[config.mk]
export PLATFORM = sky130hd
export DESIGN_NAME = instr_fetch
export DESIGN_NICKNAME = d
export VERILOG_FILES = /design/src/rtl/mips_pkg.sv /design/src/rtl/ifetch_fifo.sv /design/src/rtl/instr_fetch.sv
export SDC_FILE = /design/constraint.sdc
export NUM_CORES = 1
export LEC_CHECK = 0
export CAP_MARGIN = 20
export CORE_MARGIN = 2
export CORE_UTILIZATION = 30
export CTS_CLUSTER_DIAMETER = 30
export DETAILED_ROUTE_END_ITERATION = 8
export PLACE_DENSITY = 0.61
export SKIP_CTS_REPAIR_TIMING = 1
export SLEW_MARGIN = 20
export SYNTH_ARGS = -nofsm -noshare
export SYNTH_HDL_FRONTEND = slang
export SYNTH_HIERARCHICAL = 1
export SYNTH_SLANG_ARGS = --single-unit
[constraint.sdc]
create_clock -name clock -period 6.8 [get_ports clock]
set_input_delay 2.04 -clock clock [delete_from_list [all_inputs] [get_ports clock]]
set_output_delay 2.04 -clock clock [all_outputs]
set_load 0.005 [all_outputs]
[src/rtl/mips_pkg.sv]
// Shared fetch-stage definitions: machine widths, reset PC default, FSM states and buffer entry.
package mips_pkg;
   localparam int XLEN    = 32;
   localparam int INSTR_W = 32;
   localparam logic [XLEN-1:0] RESET_PC_DEFAULT = 32'h0000_0000;

   typedef enum logic [1:0] {
      ST_IDLE  = 2'd0,
      ST_FETCH = 2'd1,
      ST_FLUSH = 2'd2
   } fetch_state_t;

   typedef struct packed {
      logic [XLEN-1:0]    pc;
      logic [INSTR_W-1:0] instr;
   } fetch_entry_t;
endpackage

[src/rtl/ifetch_fifo.sv]
// Synchronous FIFO of {pc, instruction} pairs between instruction memory and decode.
module ifetch_fifo
   import mips_pkg::*;
#(
   parameter int DEPTH = 2,
   localparam int AW = (DEPTH > 1) ? $clog2(DEPTH) : 1,
   localparam int CW = $clog2(DEPTH) + 1
) (
   input  logic         clock,
   input  logic         reset_n,
   input  logic         flush,
   input  logic         push,
   input  fetch_entry_t push_data,
   input  logic         pop,
   output fetch_entry_t head,
   output logic [CW-1:0] count
);
   fetch_entry_t mem [DEPTH];
   logic [AW-1:0] wr_ptr;
   logic [AW-1:0] rd_ptr;

   // Storage carries no reset; occupancy alone decides what is meaningful.
   always_ff @(posedge clock) begin
      if (push) begin
         mem[wr_ptr] <= push_data;
      end
   end

   always_ff @(posedge clock) begin
      if (!reset_n || flush) begin
         wr_ptr <= '0;
         rd_ptr <= '0;
         count  <= '0;
      end else begin
         if (push) begin
            wr_ptr <= wr_ptr + AW'(1);
         end
         if (pop) begin
            rd_ptr <= rd_ptr + AW'(1);
         end
         count <= count + CW'(push) - CW'(pop);
      end
   end

   assign head = mem[rd_ptr];
endmodule

[src/rtl/instr_fetch.sv]
// Fetch stage: PC generation, credit-limited in-order memory reads, redirect flush, decode handoff.
module instr_fetch
   import mips_pkg::*;
#(
   parameter logic [XLEN-1:0] RESET_PC  = RESET_PC_DEFAULT,
   parameter int              BUF_DEPTH = 2
) (
   input  logic               clock,
   input  logic               reset_n,
   output logic               imem_req_out,
   output logic [XLEN-1:0]    imem_addr_out,
   input  logic               imem_ack_in,
   input  logic               imem_rvalid_in,
   input  logic [INSTR_W-1:0] imem_rdata_in,
   input  logic               redirect_in,
   input  logic [XLEN-1:0]    redirect_pc_in,
   output logic [INSTR_W-1:0] instruction_out,
   output logic [XLEN-1:0]    pc_out,
   output logic [XLEN-1:0]    pc_plus4_out,
   output logic               valid_out,
   input  logic               ready_in
);
   localparam int CW = $clog2(BUF_DEPTH) + 1;
   localparam logic [CW:0]   CREDITS = (CW+1)'(BUF_DEPTH);
   localparam logic [CW-1:0] FULL    = CW'(BUF_DEPTH);

   fetch_state_t  state;
   logic [XLEN-1:0] fetch_pc;
   logic [XLEN-1:0] resp_pc;
   logic [XLEN-1:0] target_pc;
   logic [CW-1:0] inflight;
   logic [CW-1:0] discard;
   logic [CW-1:0] discard_next;
   logic [CW-1:0] count;
   logic [CW:0]   credit_used;
   logic          fifo_valid;
   logic          transfer;
   logic          drop;
   logic          push;
   logic          pop;
   fetch_entry_t  push_data;
   fetch_entry_t  head;
   logic          redirect_lsb_unused;

   assign redirect_lsb_unused = ^redirect_pc_in[1:0];
   assign target_pc = {redirect_pc_in[XLEN-1:2], 2'b00};

   assign fifo_valid = (count != '0);
   assign pop        = fifo_valid & ready_in & ~redirect_in;

   // The slot freed by this cycle's pop is re-lent immediately, which is what
   // sustains one fetch per cycle with a two-entry buffer and 1-cycle memory.
   assign credit_used  = {1'b0, inflight} + {1'b0, count} - {{CW{1'b0}}, pop};
   assign imem_req_out = (state == ST_FETCH) & (credit_used < CREDITS) & ~redirect_in;
   assign imem_addr_out = fetch_pc;
   assign transfer      = imem_req_out & imem_ack_in;

   assign drop = imem_rvalid_in & (redirect_in | (discard != '0));
   assign push = imem_rvalid_in & ~drop;
   assign push_data = '{pc: resp_pc, instr: imem_rdata_in};

   always_comb begin
      discard_next = discard;
      if (redirect_in && state != ST_FLUSH) begin
         discard_next = inflight - CW'(imem_rvalid_in);
      end else if (imem_rvalid_in && discard != '0) begin
         discard_next = discard - CW'(1);
      end
   end

   always_ff @(posedge clock) begin
      if (!reset_n) begin
         state    <= ST_IDLE;
         fetch_pc <= RESET_PC;
         resp_pc  <= RESET_PC;
         inflight <= '0;
         discard  <= '0;
      end else begin
         inflight <= inflight + CW'(transfer) - CW'(imem_rvalid_in);
         discard  <= discard_next;

         if (redirect_in) begin
            fetch_pc <= target_pc;
            resp_pc  <= target_pc;
         end else begin
            if (transfer) begin
               fetch_pc <= fetch_pc + 32'd4;
            end
            if (push) begin
               resp_pc <= resp_pc + 32'd4;
            end
         end

         case (state)
            ST_IDLE:  state <= ST_FETCH;
            ST_FETCH: if (redirect_in && discard_next != '0) state <= ST_FLUSH;
            ST_FLUSH: if (discard_next == '0) state <= ST_FETCH;
            default:  state <= ST_IDLE;
         endcase
      end
   end

   ifetch_fifo #(
      .DEPTH(BUF_DEPTH)
   ) u_fifo (
      .clock     (clock),
      .reset_n   (reset_n),
      .flush     (redirect_in),
      .push      (push),
      .push_data (push_data),
      .pop       (pop),
      .head      (head),
      .count     (count)
   );

   // Invalid slots read as zero so decode never sees stale or unreset storage.
   assign valid_out       = fifo_valid;
   assign instruction_out = fifo_valid ? head.instr : '0;
   assign pc_out          = fifo_valid ? head.pc : '0;
   assign pc_plus4_out    = fifo_valid ? (head.pc + 32'd4) : '0;

   always_ff @(posedge clock) begin
      if (reset_n) begin
         assert (!(push && !pop && count == FULL));
      end
   end
endmodule

Yosys cells after proc, flatten, opt, wreduce, memory -nomap -nowiden
Memories as Yosys holds them, arrays and structs flattened. A register that Yosys moved wholly into a read port is not among the register bits.
Cells that the tools add are included.
{"block": "word_totals", "register_bits": 74, "n_memories": 1, "out_inout_bits": 130, "wordCells": 71, "mem_bits_rw": 128, "romBits": 0, "latchBits": 0, "inputBits": 70}
{"block": "classes", "n_reduce_logical": 14, "bitwise": 11, "magnitude_cmp": 1, "eq_ne": 5, "mux": 16, "div_mod_pow": 0, "add_sub_neg": 13, "n_mul": 0, "shifts": 0}
{"name": "u_fifo.mem", "depth": 2, "word_bits": 64, "rd": 1, "rd_ports_with_merged_regs": 1, "wr": 1, "line": "ifetch_fifo.sv:18", "source": "fetch_entry_t mem [DEPTH];"}
{"operator": "32-bit two-way mux", "count": 7}
{"operator": "32-bit by 3-bit adder with 32-bit output, second input constant", "count": 3}
{"operator": "2-bit nonzero test", "count": 5}
{"operator": "2-bit two-way mux", "count": 4}
{"operator": "1-bit bitwise AND", "count": 7}
{"operator": "2-bit case mux with 3 select lines", "count": 1}
{"operator": "2-bit by 1-bit subtractor with 2-bit output", "count": 3}
{"operator": "2-bit by 1-bit adder with 2-bit output", "count": 2}
{"operator": "2-bit zero test", "count": 2}
{"operator": "1-bit two-way mux", "count": 4}
{"operator": "2-bit != test, second input constant", "count": 2}
{"operator": "2-bit by 2-bit adder with 3-bit output", "count": 1}
{"operator": "1-bit logical AND", "count": 3}
{"operator": "3-bit by 2-bit less-than comparator with 1-bit output, second input constant", "count": 1}
{"operator": "1-bit inverter", "count": 3}
{"operator": "3-bit by 1-bit subtractor with 3-bit output", "count": 1}
{"operator": "1-bit adder, second input constant", "count": 2}
{"operator": "2-bit by 1-bit equality test with 1-bit output, second input constant", "count": 1}
{"operator": "2-bit equality test, second input constant", "count": 1}
{"operator": "2-bit by 1-bit != test with 1-bit output, second input constant", "count": 1}
{"operator": "2-bit AND reduction", "count": 1}
{"operator": "2-bit OR reduction", "count": 1}
{"operator": "2-bit by 1-bit subtractor with 2-bit output, second input constant", "count": 1}
{"operator": "1-bit zero test", "count": 1}
{"operator": "other kinds (2)", "count": 2}

Depth between registers and ports, before layout
Gate-level depths: netlist of the first run.
{"block": "logic_depth", "word_depth": 10, "mapped_depth": 17, "mapped_depth_nobuf": 15}

Cells and area by module
The synthesis of the first run kept the hierarchy.
{"module": "ifetch_fifo", "instances": 1, "cells_per_inst": 220, "seq_area_each_um2": 3943.8, "area_each_um2": 5132.4}
{"module": "instr_fetch", "instances": 1, "cells_per_inst": 608, "seq_area_each_um2": 1321.3, "area_each_um2": 4687.0}

Worst setup path after synthesis of the first run
No wires, ideal clock.
{"block": "synth_timing", "path_kind": "input-to-output", "from": "input port redirect_in", "to": "output port imem_req_out", "required_time_ns": 4.760, "setup_slack_ns": 0.913, "arrival_ns": 3.847, "stages": 8, "path_cell_list": "clkinv_1 clkbuf_1 and3_1 ha_1 nand2b_1 fa_1 nand3b_1 nor3_1"}
{"block": "synth_via", "elab_chain_len": 6}
{"item": "start, declared", "line": "instr_fetch.sv:15", "source": "input logic redirect_in,"}
{"item": "1-bit inverter", "line": "instr_fetch.sv:49", "source": "assign pop = fifo_valid & ready_in & ~redirect_in;"}
{"item": "1-bit bitwise AND", "line": "instr_fetch.sv:49"}
{"item": "named net pop", "line": "instr_fetch.sv:40", "source": "logic pop;"}
{"item": "3-bit by 1-bit subtractor with 3-bit output", "line": "instr_fetch.sv:53", "source": "assign credit_used = {1'b0, inflight} + {1'b0, count} - {{CW{1'b0}}, pop};"}
{"item": "3-bit by 2-bit less-than comparator with 1-bit output", "line": "instr_fetch.sv:54", "source": "assign imem_req_out = (state == ST_FETCH) & (credit_used < CREDITS) & ~redirect_in;"}
{"item": "1-bit bitwise AND (2 in a row)", "line": "instr_fetch.sv:54"}
{"item": "end, declared", "line": "instr_fetch.sv:10", "source": "output logic imem_req_out,"}
The timed path passes the listed nets, and every way through them passes these cells.

Worst setup path after layout of the first run
Ends and elaborated chain as after synthesis.

==> impl_results.md, run 1 <==
- Fmax: 149.8 MHz
- Crit. End Element: primary output
- Gr usage total: 0.1381
- Top_reg_cell synth: edfxtp_1
- DR pass1 iterations: 5
- Crit path kind: in -> out
- Port Buffer Count: 195
- Crit path from: redirect_in
- Final Hold Viols: 0
- Overall power: 0.002844 W
- Initial antenna violation count: 0
- Hold crit path type: reg -> reg
- Cells after Synth: 828
- Status: completed
- DRT iter0 DRCs: 428
- Post-DP HPWL: 16,850 um
- Dpl cells: 1,441
- Critical path startpoint category: input port
- Worst VDD drop: 192.9 uV
- Synth top area share: 0.3914
- Slew @ Worst Pin: 0.9965 ns
- Mapped Area: 9819 sq um
- Count leader, synth: edfxtp_1
- R2R setup slack: 3.34 ns
- Tcrit/Tclk final: 0.9817
- Clk buf depth: 2
- Min-delay src: resp_pc[26]
- Pwr/cell area: 222.4 nW/um^2
- DR WL/cell: 16.15 um
- Routed WL: 23,800 um
- Row Count: 66
- CP max FO: 3
- Core box area: 32,370 sq um
- Pins over their slew limit: 0
- Syn. warnings: 6
- Starting Density: 0.3033
- DIE WIDTH: 184.9 um
- Clock period minus final worst setup slack: 6.676 ns
- Rel. slew slack: 0.3328
- Routed Antenna Nets: 0
- Post-Layout Cell Count: 1,473
- Io pins: 200
- Inserted Diodes: 0
- Largest net degree at the start of global routing: 95
- Via-to-Cell Ratio: 4.616
- Commonest cells post-synth: 128 x edfxtp_1, 71 x dfxtp_1, 66 x nor2b_1, 60 x mux2_4, 58 x a21oi_1
- CTS clk-pin slew, worst paths: 0.07 ns
- Clock Skew: 0.01404 ns
- Die Y: 184.9 um
- Worst r2r src: u_fifo/count[0]
- Setup-failing EPs final: 0
- H-tree depth: 4
- Part of the Yosys area used for sequential elements: 0.5362
- Total die area: 34,200 sq um
- Global route total overflow: 0
- Worst Path Arrival: 4.64 ns
- CTS Buf Count: 17
- Synth cell types: 58
- Syn_area_per_cell: 11.86 sq um
- Worst skew pair latency: 0.43 ns
- Post-synthesis register bit count: 199
- Root Buffer: clkbuf_16
- Ys async rst share: 0
- Worst Path Required: 4.76 ns
- Number of global-route vias before repair: 6,570
- Global-route wire length before repair: 36,430 um
- Largest cells by area after synthesis: edfxtp_1 39%, dfxtp_1 14%, mux2_4 9.2%
- Final #Nets: 1,100
- Max cap viols: 0
- EDFF count, synth: 128
- Clock sink count: 199
- CTS tree: yes
- Area delta synth->final: 30.21%
- Vias: 6,800
- Routability cong.: 0.7670
- Most area-hungry cell type in the Yosys netlist: edfxtp_1
- Drc violations: 0
- Pleak: 4.303 nW
- Share of layout cells above drive strength 1: 0.1271
layout make-up:
class / count / area, sq um
Timing Repair Buffer: 206 / 2034
Clock inverter: 15 / 173.9
Fill cell: 3151 / 19590
Multi-Input combinational cell: 573 / 4252
Inverter: 21 / 78.83
Sequential cell: 199 / 5269
Clock buffer: 17 / 425.4
Tap cell: 442 / 553.0
worst max-delay path, stage by stage:
cell and delay [ns]:
clkdlybuf4s50_1 0.53, inv_2 0.05, and3_1 0.18, ha_1 0.27, nand2b_1 0.16, fa_2 0.53, nand3b_1 0.12, nor3_2 0.13
buf_4 0.14, clkdlybuf4s50_1 0.50
power by group:
| part | total (W) | internal (W) | leakage (nW) | switching (W) |
|---|---|---|---|---|
| combinational | 0.000399 | 0.000214 | 2.24 | 0.000185 |
| clock | 0.00103 | 0.000529 | 0.292 | 0.000504 |
| sequential | 0.00141 | 0.00136 | 1.77 | 0.0000553 |
| total | 0.00284 | 0.00210 | 4.30 | 0.000744 |
layer usage:
metal	wire length, um	up-vias	track usage
met5	0	-	0
met4	116	0	0.02857
met3	1526	8	0.03480
met2	10170	209	0.2105
met1	11980	3213	0.1976
li1	-	3370	-
kinds of logic (layout without fill, tap and decap cells):
kind of cell / after synthesis / in the layout / synth area share
AOI/OAI and AO/OA: 111 / 111 / 0.06116
and+or+nand+nor: 291 / 291 / 0.1720
muxes: 67 / 67 / 0.09952
xor gates and xnor gates: 86 / 86 / 0.07811
DFF: 199 / 199 / 0.5362
other: 1 / 6 / 0.0003819
adders and majority gates: 12 / 12 / 0.01605
buffers and inverters: 61 / 259 / 0.03657
stage by stage:
step / setup slack [ns] / hold WS (ns) / setup TNS [ns] / cell area, sq um / utilization
2_1_floorplan: 0.9132 / 0.4453 / 0 / 9838 / -
3_3_place_gp: 0.1274 / 0.5043 / 0 / 12170 / 0.3760
3_5_place_dp: 0.1399 / 0.5138 / 0 / 12170 / 0.3760
4_1_cts: 0.1224 / 0.5321 / 0 / 12770 / 0.3945
5_1_grt: -0.01033 / 0.5502 / -0.01033 / 12790 / 0.3950
6_report: 0.1245 / 0.5330 / 0 / 12790 / 0.3950
worst paths after layout:
kind,end,cells past startpoint
min,u_fifo/mem[0][58],0
min reg2reg,u_fifo/mem[0][58],0
max reg2reg,imem_addr_out[31],13
max,imem_req_out,10
cell usage in the layout, fill, tap and decap left out, types with 3 or more instances in the layout:
cell type / count
clkdlybuf4s50_1: 195
edfxtp_1: 128
dfxtp_1: 70
nor2b_1: 66
mux2_4: 60
a21oi_1: 58
nor2_1: 53
xor2_1: 50
nand3_1: 36
xnor2_1: 34
o21ai_0: 33
nand4_1: 32
nand2_1: 29
inv_1: 19
clkbuf_16: 17
and3_1: 16
nor3_1: 13
ha_1: 11
buf_4: 11
and2_1: 6
o22ai_1: 6
conb_1: 6
mux2_2: 5
nor4_1: 5
inv_8: 5
inv_6: 4
or3_1: 3
nand2b_1: 3
and4_1: 3
nand4_2: 3
nor4_2: 3
nor3b_1: 3
nor4_4: 3
registers in the layout, summed over array words and instances (netlist names), named ones only:
register and flops:
u_fifo/wr_ptr 1, state 2, inflight 2, imem_addr_out 30, u_fifo/count 2, discard 2, resp_pc 30, u_fifo/rd_ptr 1
u_fifo/mem 128
Note: power is estimated with default switching activity, not from simulation.
==> run 2: changes to the inputs <==
- CTS_CLUSTER_SIZE: unset -> 10
- RECOVER_POWER: unset -> 25
- SKIP_CTS_REPAIR_TIMING: 1 -> unset
==> impl_results.md, run 2 (synthesized netlist as in run 1, its figures left out) <==
- Total die area: 34,200 sq um (unchanged)
- Via-to-Cell Ratio: 4.599 (was 4.616)
- Share of layout cells above drive strength 1: 0.1271 (unchanged)
- Post-Layout Cell Count: 1,473 (unchanged)
- Setup-failing EPs final: 0 (unchanged)
- Io pins: 200 (unchanged)
- Clk buf depth: 2 (unchanged)
- Fmax: 149.8 MHz (about the same)
- Pleak: 4.310 nW (was 4.303 nW)
- Routed Antenna Nets: 0 (unchanged)
- Area delta synth->final: 30.21% (unchanged)
- Number of global-route vias before repair: 6,570 (unchanged)
- Critical path startpoint category: input port (unchanged)
- Reg with most FFs: u_fifo/mem (unchanged)
- Clock Skew: 0.01349 ns (was 0.01404 ns)
- Gr usage total: 0.1381 (unchanged)
- Global route total overflow: 0 (unchanged)
- DP Area: 12,170 sq um (unchanged)
- Clock period minus final worst setup slack: 6.677 ns (was 6.676 ns)
- Worst VDD drop: 192.6 uV (was 192.9 uV)
- Rel. slew slack: 0.3109 (was 0.3328)
- Post-DP HPWL: 16,850 um (unchanged)
- Pwr/cell area: 222.1 nW/um^2 (was 222.4 nW/um^2)
- Routed WL: 23,810 um (was 23,800 um)
- Final Hold Viols: 0 (unchanged)
- Max FFs per register: 128 (unchanged)
- Slew @ Worst Pin: 1.029 ns (was 0.9965 ns)
- Inserted Diodes: 0 (unchanged)
- Row Count: 66 (unchanged)
- DR pass1 iterations: 5 (unchanged)
- Crit. End Element: primary output (unchanged)
- DR WL/cell: 16.16 um (was 16.15 um)
- Initial antenna violation count: 0 (unchanged)
- Dpl cells: 1,441 (unchanged)
- Worst Path Arrival: 4.64 ns (about the same)
- Largest net degree at the start of global routing: 95 (unchanged)
- H-tree depth: 4 (unchanged)
- WP buf/inv: 4 (unchanged)
- Fillcell total: 3,151 (unchanged)
- Max cap viols: 0 (unchanged)
- Worst Path Required: 4.76 ns (about the same)
- DRT iter0 DRCs: 429 (was 428)
- CP max FO: 3 (unchanged)
- Status: completed (unchanged)
- Routability cong.: 0.7670 (unchanged)
- Die Y: 184.9 um (unchanged)
- Sw Share: 0.2617 (about the same)
- Critical Path Max Stage Delay: 0.53 ns (about the same)
- CP dominant cell by count: clkdlybuf4s50_1 (unchanged)
- CP delay by family, top: buffers and inverters (unchanged)
- Crit path kind: in -> out (unchanged)
- Clock network power share: 0.363 (about the same)
- Commonest non-fill, non-tap cell in the layout: clkdlybuf4s50_1 (unchanged)
- Flop pwr share: 0.497 (about the same)
- Net Sw Power: 0.0007433 W (was 0.0007442 W)
- Setup TNS: 0 ns (unchanged)
- Hold crit path type: reg -> reg (unchanged)
- CTS tree: yes (unchanged)
- Pins over their slew limit: 0 (unchanged)
- CTS clk-pin slew, worst paths: 0.07 ns (about the same)
- Vias: 6,775 (was 6,800)
- Commonest cells after routing, fill and taps aside: 169 x clkdlybuf4s50_1, 128 x edfxtp_1, 70 x dfxtp_1 (was 195 x clkdlybuf4s50_1, 128 x edfxtp_1, 70 x dfxtp_1)
- Worst-path cell chain: clkdlybuf4s50_1 > inv_2 > and3_1 > ha_1 > nand2b_1 > fa_2 > nand3b_1 > nor3_2 > buf_4 > clkdlybuf4s50_1 (unchanged)
- Root Buffer: clkbuf_16 (unchanged)
- P_int: 0.002097 W (was 0.002100 W)
- Design area: 12,790 sq um (unchanged)
- Tcrit/Tclk final: 0.9819 (was 0.9817)
- CTS Buf Count: 17 (unchanged)
- Clock sink count: 199 (unchanged)
- Final #Nets: 1,100 (unchanged)
- Global-route wire length before repair: 36,430 um (unchanged)
- Port Buffer Count: 195 (unchanged)
- DIE WIDTH: 184.9 um (unchanged)
- Worst skew pair latency: 0.44 ns (was 0.43 ns)
- # Post-CTS Setup Buffers: 0
- Starting Density: 0.3033 (unchanged)
- Combinational fraction of design power: 0.140 (about the same)
- Crit-path slowest cell: clkdlybuf4s50_1 (unchanged)
- Worst hold slack: 0.5325 ns (was 0.5330 ns)
- Drc violations: 0 (unchanged)
- Core box area: 32,370 sq um (unchanged)
## run 2: cell types whose count changed in the layout (fill, tap and decap cells not counted)
cell	before	now
dlygate4sd3_1	0	26
clkdlybuf4s50_1	195	169
## run 2: worst paths after layout
| check | slack [ns] | cells after the start | from | end |
|---|---|---|---|---|
| worst max-delay path | 0.12 | 10 | redirect_in | imem_req_out |
| worst min-delay path | 0.53 | 0 | resp_pc[26] | u_fifo/mem[0][58] |
| worst max register to register | 3.31 | 13 | u_fifo/count[0] | imem_addr_out[31] |
| worst min register to register | 0.53 | 0 | resp_pc[26] | u_fifo/mem[0][58] |
## run 2: what timing repair did
action / CTS / global route
resized for setup: 0 / 3
setup endpoints to repair: 0 / 1
hold buffers: 0 / 0
## run 2: power by group through the flow
stage | sequential (W) | combinational (W) | clock, W
global placement | 0.00144 | 0.000392 | 0
detailed placement | 0.00144 | 0.000396 | 0
CTS | 0.00141 | 0.000399 | 0.00106
global route | 0.00142 | 0.000439 | 0.00111
floorplan | 0.00143 | 0.000223 | 0
finish | 0.00141 | 0.000396 | 0.00103
## run 2: per-layer routing
layer	global-route usage	part of all wire	up-vias
li1	-	-	3371
met1	0.1976	0.50	3196
met2	0.2105	0.43	199
met3	0.03480	0.062	9
met4	0.02857	0.0060	0
met5	0	0	-
## run 2: stage by stage
step                utilization  worst slack [ns]  power, W
floorplan                     -            0.9132  0.001649
global placement         0.3760            0.1274  0.001828
detailed placement       0.3760            0.1399  0.001836
CTS                      0.3945            0.1224  0.002876
global route             0.3950          -0.01033  0.002970
finish                   0.3950            0.1233  0.002840
## run 2: layout make-up
| cell class | instances | area (sq um) | share of cell area |
|---|---|---|---|
| clock buffer | 17 | 425.4 | 0.03327 |
| timing repair buffer | 206 | 2034 | 0.1591 |
| sequential | 199 | 5269 | 0.4121 |
| tap | 442 | 553.0 | 0.04325 |
| inverter | 21 | 78.83 | 0.006165 |
| clock inverter | 15 | 173.9 | 0.01360 |
| multi-input combinational | 573 | 4252 | 0.3325 |
==> run 3: changes to the inputs <==
- CAP_MARGIN: 20 -> 40
==> impl_results.md, run 3 (synthesized netlist as in run 1, its figures left out) <==
- Status: completed (unchanged)
- # Post-CTS Setup Buffers: 0 (unchanged)
- DR pass1 iterations: 5 (unchanged)
- Pleak: 4.348 nW (was 4.310 nW)
- Reg with most FFs: u_fifo/mem (unchanged)
- Clk buf depth: 2 (unchanged)
- Crit. End Element: primary output (unchanged)
- Dpl cells: 1,444 (was 1,441)
- Routed Antenna Nets: 0 (unchanged)
- Sw Share: 0.2602 (was 0.2617)
- CP max FO: 3 (unchanged)
- CTS Buf Count: 17 (unchanged)
- Drc violations: 0 (unchanged)
- Row Count: 66 (unchanged)
- Clock period minus final worst setup slack: 6.682 ns (was 6.677 ns)
- Post-Layout Cell Count: 1,477 (was 1,473)
- Routed met2 length: 10,300 um (was 10,200 um)
- Via-to-Cell Ratio: 4.635 (was 4.599)
- Pwr/cell area: 220.7 nW/um^2 (was 222.1 nW/um^2)
- Die Y: 184.9 um (unchanged)
- Critical path startpoint category: input port (unchanged)
- Critical Path Max Stage Delay: 0.53 ns (about the same)
- Commonest cells after routing, fill and taps aside: 168 x clkdlybuf4s50_1, 128 x edfxtp_1, 70 x dfxtp_1 (was 169 x clkdlybuf4s50_1, 128 x edfxtp_1, 70 x dfxtp_1)
- Stages on the worst setup path: 10 (unchanged)
- Gr usage total: 0.1388 (was 0.1381)
- Total die area: 34,200 sq um (unchanged)
- Max Used Layer: met4 (unchanged)
- CP dominant cell by count: clkdlybuf4s50_1 (unchanged)
- Slew @ Worst Pin: 0.7860 ns (was 1.029 ns)
- Core box area: 32,370 sq um (unchanged)
- Crit-path slowest cell: fa_2 (was clkdlybuf4s50_1)
- Crit path from: redirect_in (unchanged)
- CTS tree: yes (unchanged)
- Io pins: 200 (unchanged)
- Reg2reg path depth: 16 (was 13)
- Setup-failing EPs final: 0 (unchanged)
- Combinational fraction of design power: 0.142 (was 0.140)
- Worst VDD drop: 197.7 uV (was 192.6 uV)
- Fmax: 149.7 MHz (was 149.8 MHz)
- DIE WIDTH: 184.9 um (unchanged)
- Global-route wire length before repair: 36,650 um (was 36,430 um)
- Worst r2r src: u_fifo/count[1] (was u_fifo/count[0])
- DRT iter0 DRCs: 331 (was 429)
- End of the critical path: imem_req_out (unchanged)
- Routability cong.: 0.7670 (unchanged)
- WP buf/inv: 4 (unchanged)
- Crit path kind: in -> out (unchanged)
- Final #Nets: 1,104 (was 1,100)
- Met1 Routed Length: 11,710 um (was 11,980 um)
- H-tree depth: 4 (unchanged)
- CP delay by family, top: buffers and inverters (unchanged)
- P_int: 0.002100 W (was 0.002097 W)
- Flop pwr share: 0.497 (about the same)
- Root Buffer: clkbuf_16 (unchanged)
- Worst skew pair latency: 0.44 ns (about the same)
- CTS clk-pin slew, worst paths: 0.07 ns (about the same)
- Clock Skew: 0.01445 ns (was 0.01349 ns)
- Net Sw Power: 0.0007388 W (was 0.0007433 W)
- Largest net degree at the start of global routing: 81 (was 95)
- Post-DP HPWL: 17,060 um (was 16,850 um)
- DR WL/cell: 16.10 um (was 16.16 um)
- Share of layout cells above drive strength 1: 0.1304 (was 0.1271)
- Routed met3 length: 1591 um (was 1487 um)
- Area of the multi-input gates: 4252 sq um (unchanged)
- Clock network power share: 0.360 (was 0.363)
- Commonest non-fill, non-tap cell in the layout: clkdlybuf4s50_1 (unchanged)
- Global route total overflow: 0 (unchanged)
- R2R setup slack: 3.52 ns (was 3.31 ns)
- Tcrit/Tclk final: 0.9827 (was 0.9819)
- Worst Path Arrival: 4.64 ns (about the same)
- Worst r2r dst: inflight[1] (was imem_addr_out[31])
- Port Buffer Count: 195 (unchanged)
- Inserted Diodes: 0 (unchanged)
- Vias: 6,846 (was 6,775)
- Worst Path Required: 4.76 ns (about the same)
- Initial antenna violation count: 0 (unchanged)
- Max FFs per register: 128 (unchanged)
- Worst-path cell chain: clkdlybuf4s50_1 > inv_2 > and3_1 > ha_1 > nand2b_1 > fa_2 > nand3b_1 > nor3_2 > buf_4 > clkdlybuf4s50_1 (unchanged)
- Max cap viols: 0 (unchanged)
- Area delta synth->final: 31.03% (was 30.21%)
- Overall power: 0.002839 W (was 0.002840 W)
- Routed WL: 23,770 um (was 23,810 um)
- Final Hold Viols: 0 (unchanged)
- Clock sink count: 199 (unchanged)
- Fillcell total: 3,155 (was 3,151)
- Number of global-route vias before repair: 6,597 (was 6,570)
- Worst hold slack: 0.5219 ns (was 0.5325 ns)
- Rel. slew slack: 0.4760 (was 0.3109)
- Register area: 5269 sq um (unchanged)
- Hold crit path type: reg -> reg (unchanged)
- Pins over their slew limit: 0 (unchanged)
- Starting Density: 0.3033 (unchanged)
- Hold buffers post-CTS: 0 (unchanged)
==> run 3: worst min-delay path, delay by kind of cell (launching register included) <==
family	cells	cell delay, ns
DFF	1	0.33
xor gates and xnor gates	1	0.08
and+or+nand+nor	1	0.08
==> run 3: power by group through the flow <==
stage	logic [W]	clock network [W]	registers, W
2_1_floorplan	0.000223	0	0.00143
3_3_place_gp	0.000392	0	0.00144
3_5_place_dp	0.000403	0	0.00144
4_1_cts	0.000406	0.00105	0.00141
5_1_grt	0.000447	0.00110	0.00142
6_report	0.000404	0.00102	0.00141
==> run 3: layer usage <==
metal,vias up,GRT usage
li1,3370,-
met1,3257,0.2012
met2,208,0.2079
met3,11,0.03421
met4,0,0.03143
met5,-,0
==> run 3: timing repair <==
item / CTS / global route
endpoints found under the setup margin: 0 / 1
hold endpoints to repair: 0 / 0
resized for setup: 0 / 3
==> run 3: through the flow <==
stage | setup TNS (ns) | cell area (sq um) | util | setup WS (ns)
finish | 0 | 12870 | 0.3975 | 0.1177
global route | -0.03150 | 12870 | 0.3975 | -0.03150
CTS | 0 | 12820 | 0.3961 | 0.1219
detailed placement | 0 | 12230 | 0.3777 | 0.1397
global placement | 0 | 12170 | 0.3760 | 0.1274
floorplan | 0 | 9838 | - | 0.9132
==> run 3: final cells by class <==
class                           instances  area share
Timing Repair Buffer                  210      0.1645
Multi-Input combinational cell        573      0.3304
Clock inverter                         15     0.01332
Inverter                               21    0.006127
Clock buffer                           17     0.03306
Sequential cell                       199      0.4095
Tap cell                              442     0.04298
==> run 3: worst min-delay path by stage <==
stage                                    to           from  cells past startpoint  slack [ns]
after floorplan           u_fifo/mem[0][63]    resp_pc[31]                      0        0.45
after global placement    u_fifo/mem[0][51]    resp_pc[19]                      0        0.50
after detailed placement      u_fifo/rd_ptr  u_fifo/rd_ptr                      2        0.50
after CTS                 u_fifo/mem[0][58]    resp_pc[26]                      0        0.53
after global routing      u_fifo/mem[1][44]    resp_pc[12]                      0        0.55
final                         u_fifo/rd_ptr  u_fifo/rd_ptr                      2        0.52
